[config.mk]
export PLATFORM = sky130hd
export DESIGN_NAME = rr_mux_arb
export DESIGN_NICKNAME = d
export VERILOG_FILES = /design/src/rtl/rr_mux_arb.sv
export SDC_FILE = /design/constraint.sdc
export NUM_CORES = 1
export LEC_CHECK = 0
export BUFFER_PORTS_ARGS = -buffer_cell sky130_fd_sc_hd__buf_2
export CAP_MARGIN = 20
export CORE_UTILIZATION = 25
export CTS_CLUSTER_DIAMETER = 40
export CTS_CLUSTER_SIZE = 40
export DETAILED_ROUTE_END_ITERATION = 8
export PLACE_DENSITY_LB_ADDON = 0.05
export SYNTH_ARGS = -nofsm -noshare
export SYNTH_HDL_FRONTEND = slang
export SYNTH_SLANG_ARGS = --single-unit
[constraint.sdc]
create_clock -name clk -period 2 [get_ports clk]
set_input_delay 0.2 -clock clk [delete_from_list [all_inputs] [get_ports clk]]
set_output_delay 0.2 -clock clk [all_outputs]
set_load 0.005 [all_outputs]
[src/rtl/rr_mux_arb.sv]
// N-channel registered multiplexer with an internal round-robin / fixed-priority
// arbiter feeding a one-entry valid/ready output register.
module rr_mux_arb #(
    parameter  int N_CH  = 4,
    parameter  int WIDTH = 1,
    localparam int SEL_W = $clog2(N_CH)
) (
    input  logic                  clk,
    input  logic                  rst_n,
    input  logic                  mode,
    input  logic [N_CH*WIDTH-1:0] in_data,
    input  logic [N_CH-1:0]       in_valid,
    output logic [N_CH-1:0]       in_ready,
    output logic [WIDTH-1:0]      out_data,
    output logic [SEL_W-1:0]      out_sel,
    output logic                  out_valid,
    input  logic                  out_ready
);

    logic             out_valid_q, out_valid_d;
    logic [WIDTH-1:0] out_data_q,  out_data_d;
    logic [SEL_W-1:0] out_sel_q,   out_sel_d;
    logic [SEL_W-1:0] ptr_q,       ptr_d;

    logic             load;
    logic             found;
    logic [SEL_W-1:0] grant;
    logic [WIDTH-1:0] grant_data;

    always_comb begin
        load  = !out_valid_q || out_ready;
        found = 1'b0;
        grant = '0;
        // First pass covers ptr..N_CH-1 (or everything in fixed priority);
        // the second pass supplies the wrap-around to 0..ptr-1.
        for (int unsigned i = 0; i < N_CH; i++) begin
            if (!found && in_valid[i] && (mode || i >= 32'(ptr_q))) begin
                found = 1'b1;
                grant = SEL_W'(i);
            end
        end
        for (int unsigned i = 0; i < N_CH; i++) begin
            if (!found && in_valid[i]) begin
                found = 1'b1;
                grant = SEL_W'(i);
            end
        end

        grant_data = '0;
        for (int unsigned i = 0; i < N_CH; i++) begin
            if (SEL_W'(i) == grant) begin
                grant_data = in_data[i*WIDTH +: WIDTH];
            end
        end

        in_ready = '0;
        for (int unsigned i = 0; i < N_CH; i++) begin
            in_ready[i] = rst_n && load && found && (SEL_W'(i) == grant);
        end
    end

    always_comb begin
        out_valid_d = out_valid_q;
        out_data_d  = out_data_q;
        out_sel_d   = out_sel_q;
        ptr_d       = ptr_q;
        if (load) begin
            out_valid_d = found;
            if (found) begin
                out_data_d = grant_data;
                out_sel_d  = grant;
                if (!mode) begin
                    ptr_d = (grant == SEL_W'(N_CH - 1)) ? '0 : grant + SEL_W'(1);
                end
            end
        end
    end

    always_ff @(posedge clk or negedge rst_n) begin
        if (!rst_n) begin
            out_valid_q <= 1'b0;
            out_data_q  <= '0;
            out_sel_q   <= '0;
            ptr_q       <= '0;
        end else begin
            out_valid_q <= out_valid_d;
            out_data_q  <= out_data_d;
            out_sel_q   <= out_sel_d;
            ptr_q       <= ptr_d;
        end
    end

    assign out_valid = out_valid_q;
    assign out_data  = out_data_q;
    assign out_sel   = out_sel_q;

endmodule

Word level (Yosys, flattened, before mapping) --
Cells that the tools add are included.
Word-level totals: flip-flop bits (word level) 6, latch bits 0, bits in writable memories 0, ROM bits 0, input bits 12, logic and storage cells 64, memories 0
Operators by class: add/sub/neg operators 1, multiply operators 0, div/mod/pow operators 0, order comparisons 3, equality and inequality tests 4, shifts and indexed selects 0, multiplexer cells 20, bitwise logic cells 1, reductions and logical operators 31
Operators by type and width (number):
- $logic_and 1x1->1 | 16
- $mux 2 | 7
- $mux 1 | 13
- $logic_not 1->1 | 8
- $eq 2x2->1 const A | 2
- $ge 1x2->1 const A | 2
- $logic_or 1x1->1 | 4
- $reduce_and 3->1 | 1
- $add 2x1->2 const B | 1
- $eq 1x2->1 const A | 1
- $eq 2x2->1 const B | 1
- $ge 2x2->1 const A | 1
- $logic_not 2->1 | 1
- $reduce_and 2->1 | 1
- $not 1->1 | 1

Depth between registers and ports, before layout --
depth in word-level cells 32, mapped depth 9, depth with buffers taken out 9

Worst setup path after synthesis --
No wires, ideal clock.
path kind register -> register, start reg ptr_q[0], end reg out_data_q, in the netlist out_data, library setup time 0.136 ns, arrival 1.724 ns, data required time 1.864 ns, setup slack 0.140 ns, cell stages (with the launch flop) 10, clock period less this slack 1.860 ns, cells stage by stage dfrtp_1 -> and2b_1 -> o21ai_0 -> a21boi_1 -> or3_1 -> ha_1 -> a21oi_1 -> o21ai_0 -> a22oi_1 -> a21oi_1
On the way: word-level cells in the longest chain between the ends 32, elaborated cells between the ends (all ways) 47, classes of those cells 3 x order compare; 3 x eq/ne; 19 x mux; 22 x reduce/logical
RTL lines:
- from (decl) | line 23 | logic [SEL_W-1:0] ptr_q, ptr_d;
- from (signal assigned) | line 89 | ptr_q <= ptr_d;
- $ge 1x2->1 | line 37 | if (!found && in_valid[i] && (mode || i >= 32'(ptr_q))) begin
- $logic_or 1x1->1 | line 37
- $logic_and 1x1->1 | line 37
- $mux 1 | line 37
- $logic_not 1->1 | line 37
- $logic_and 1x1->1 (2 in series) | line 37
- $mux 1 | line 37
- $logic_not 1->1 | line 37
- [12 not listed]
- $logic_not 1->1 | line 43 | if (!found && in_valid[i]) begin
- $logic_and 1x1->1 | line 43
- $mux 1 | line 43
- $logic_not 1->1 | line 43
- $logic_and 1x1->1 | line 43
- $mux 2 | line 43
- $logic_not 2->1 | line 51 | if (SEL_W'(i) == grant) begin
- $mux 1 (4 in series) | line 51
- to (signal assigned) | line 87 | out_data_q <= out_data_d;
- to (decl) | line 21 | logic [WIDTH-1:0] out_data_q, out_data_d;
Parallel ways exist; a longest one is shown, timed or not. A chain may end at the register's enable or synchronous reset.

Worst setup path in the final report --
start reg ptr_q[1], end out in_ready[2]
On the way: word-level cells in the longest chain between the ends 29, elaborated cells between the ends (all ways) 41, classes of those cells 3 x order compare; 1 x eq/ne; 15 x mux; 22 x reduce/logical
RTL lines:
- $ge 1x2->1 | line 37
- $logic_or 1x1->1 | line 37
- $logic_and 1x1->1 | line 37
- $mux 1 | line 37
- $logic_not 1->1 | line 37
- $logic_and 1x1->1 (2 in series) | line 37
- $mux 1 | line 37
- $logic_not 1->1 | line 37
- [12 not listed]
- $logic_not 1->1 | line 43
- $logic_and 1x1->1 | line 43
- $mux 1 | line 43
- $logic_not 1->1 | line 43
- $logic_and 1x1->1 | line 43
- $mux 2 or $mux 1 (tied branches) | line 43
- $eq 2x2->1 or $logic_and 1x1->1 (tied branches) | line 58 | in_ready[i] = rst_n && load && found && (SEL_W'(i) == grant);
- $logic_and 1x1->1 * | line 58
- to (decl) | line 13 | output logic [N_CH-1:0] in_ready,
Every way passes the cells marked *; elsewhere a longest branch is shown, timed or not.

==> results.json <==
{
  "coreArea_um2": 1800,
  "drt_iter0_markers": 10,
  "cts_tree": "yes",
  "synth_top_cell_by_area": "dfrtp_1",
  "synth_warnings": 0,
  "finish.utilization_pct": 49.8,
  "synth-async-reset-ratio_pct": 100,
  "areaGrowthSynthToFinish_pct": 80.6,
  "die_w_um": 46.6,
  "cp_slowest_cell": "dfrtp_2",
  "netlist_area_um2": 497,
  "path_cells": "nand3b_1 -> a21oi_1 -> a21boi_2 -> or3_4 -> ha_4 -> and3_4 -> buf_6",
  "firstDrtPassIters": 2,
  "grt_pass1_vias": 517,
  "worstPathArrival_ns": 1.88,
  "cpLargestDelayFamily": "simple AND/OR/NAND/NOR gates",
  "port_buffers": 19,
  "dieArea_um2": 2170,
  "final-seq-area_um2": 151,
  "ys_types": 26,
  "holdCritPathClass": "in2reg",
  "cts-root-buf": "clkbuf_4",
  "drv_cap": 0,
  "ys.flop_type": "dfrtp_1",
  "ir_drop_v": 0.000350,
  "rsz0062_at_grt": "true",
  "cp-start-kind": "flop",
  "wirelength_um": 1400,
  "rows": 15,
  "place_ws_ns": -0.0257,
  "syn_nets": 73,
  "ys_seq_elements": 6,
  "drive_above_1_share_pct": 62.5,
  "initial_core_util_pct": 27.6,
  "cts_made_buffers": 3,
  "antennaDiodeCount": 0,
  "finalHoldViolations": 0,
  "endpoint_kind": "output port",
  "slew_violations": 0,
  "nFillCells": 181,
  "synth.top_cell.area_share_pct": 30.2,
  "cts_max_level": 1,
  "grt_max_degree": 11,
  "routedWlPerCell_um": 11.6,
  "track_usage_pct": 14.2,
  "antenna_found_initial": 0,
  "globalRoute.totalOverflow": 0,
  "synth_area_leaders": "dfrtp_1 30%, ha_1 10%, a21oi_1 7.1%, nand2b_1 6.3%, and3_1 5.0%",
  "fin_nets": 114,
  "post-route-min-period_ns": 2.08,
  "total_power_mw": 0.601,
  "dp_hpwl_um": 959,
  "ys_seq_area_share_pct": 30.2,
  "setup_viol": 3,
  "viasPerCell": 4.58,
  "whs_ns": 0.263,
  "cp_max_fo": 5,
  "synth.avg_cell_area_um2": 8.71,
  "slew-limit-headroom_pct": 72.0,
  "synth-edff-count": 0,
  "multi_input_area_um2": 435,
  "vias": 554,
  "power-per-cell-area_nw_per_um2": 670,
  "cts_num_sinks": 6,
  "io_pins": 20,
  "cts_buffer_depth": 2,
  "skew_ns": 0.000922,
  "crit_type": "reg2out",
  "path_clk_slew_ns": 0.04,
  "crit_required_ns": 1.80,
  "max_freq_ghz": 0.482,
  "gp_congestion": 0.725,
  "period_share_pct": 104,
  "drc_errors": 0,
  "grt_pass1_wl_um": 2150,
  "setup_slack_ns": -0.0760,
  "antenna_left": 0,
  "tightestPinTransition_ns": 0.418,
  "path_buf_inv": 1,
  "max_stage_delay_ns": 0.44,
  "insertion_delay_ns": 0.24,
  "tns_ns": -0.190,
  "syn_inst": 57,
  "power.leakage_nw": 0.410,
  "die-height_um": 46.6,
  "status": "finished, violations left",
  "violations": "negative setup slack"
}
==> cell usage in the layout (no fill, tap or decap), types with 2 or more instances in the layout <==
cell,instances
nand3b_1,2
and3_4,2
inv_1,2
dfrtp_1,5
nand2b_1,3
ha_4,3
clkbuf_4,3
nand2b_4,2
o21ai_2,2
buf_6,5
buf_4,13
and2b_2,2
buf_2,17
a21oi_1,5
a21oi_2,3
and3_1,2
nor2_1,3
nor2b_1,2
==> tightest hold or removal path: cells and delay by family <==
family	cells	cell delay, ns
and+or+nand+nor	2	0.14
buffers and inverters	1	0.13
==> state kept, by name, indices dropped and copies added (netlist names) <==
register   flops
out_sel        2
ptr_q          2
out_data       1
out_valid      1
==> kinds of logic (layout without fill, tap and decap cells) <==
kind of cell	Yosys count	in the layout	share of synthesized area (%)
adder cells (fa/ha/maj)	4	4	10.1
multiplexers	1	1	2.27
AND/OR/NAND/NOR	28	28	35.8
flip-flops	6	6	30.2
buffers and inverters	2	41	1.51
AO/OA/AOI/OAI	16	16	20.2
==> area by class of cell <==
| class | count | area share [%] |
|---|---|---|
| multi-input cells | 49 | 48.5 |
| clock buffers | 3 | 2.51 |
| inverters | 2 | 0.837 |
| well taps | 25 | 3.49 |
| flip-flops and latches | 6 | 16.9 |
| repair buffers | 36 | 27.8 |
==> power by group <==
group / switching, mW / leakage (nW) / internal (mW)
Combinational: 0.129 / 0.330 / 0.191
Clock: 0.0419 / 0.0138 / 0.0678
Sequential: 0.0236 / 0.0665 / 0.148
==> path summary, 6_finish.rpt <==
kind                            cells past startpoint   startpoint  slack [ns]     endpoint
worst max-delay path                                7     ptr_q[1]       -0.08  in_ready[2]
worst min-delay path                                3  in_valid[3]        0.26    out_valid
worst max register to register                     10     ptr_q[1]        0.05     out_data
worst min register to register                      2   out_sel[0]        0.47   out_sel[0]
max in group asynchronous                           2        rst_n        1.47     ptr_q[1]
min in group asynchronous                           2        rst_n        0.34    out_valid
==> metal layers <==
metal	GRT usage [%]	share of wire, %	wire [um]	vias to the layer above
li1	-	-	-	284
met1	17.0	44	612	256
met2	24.4	52	721	12
met3	1.57	3.1	43	2
met4	7.06	1.5	21	0
met5	0	0	0	-
==> synth_stat cells (2+ instances only) <==
master    count
nand3b_1      2
nor3_1        2
and2b_2       2
ha_1          4
a21oi_1       7
o21ai_0       3
nor2_1        3
and3_1        4
inv_1         2
nor2b_1       2
nand2_1       2
dfrtp_1       6
nand2b_1      5
==> through the flow <==
step | cell area [um2] | std cells
final | 897 | 121
after global placement | 683 | 109
after CTS | 857 | 119
after detailed placement | 683 | 109
after global routing | 897 | 121
after floorplan | 497 | 57
==> repair_timing <==
action                                  in CTS  in global routing
gates resized for setup                     20                  7
endpoints found under the setup margin       5                  5
hold endpoints to repair                     6                  0
setup buffers                                6                  2
pin swaps                                    4                  6
hold buffers                                 1                  0
No activity file was read; power rests on OpenSTA's default activity.
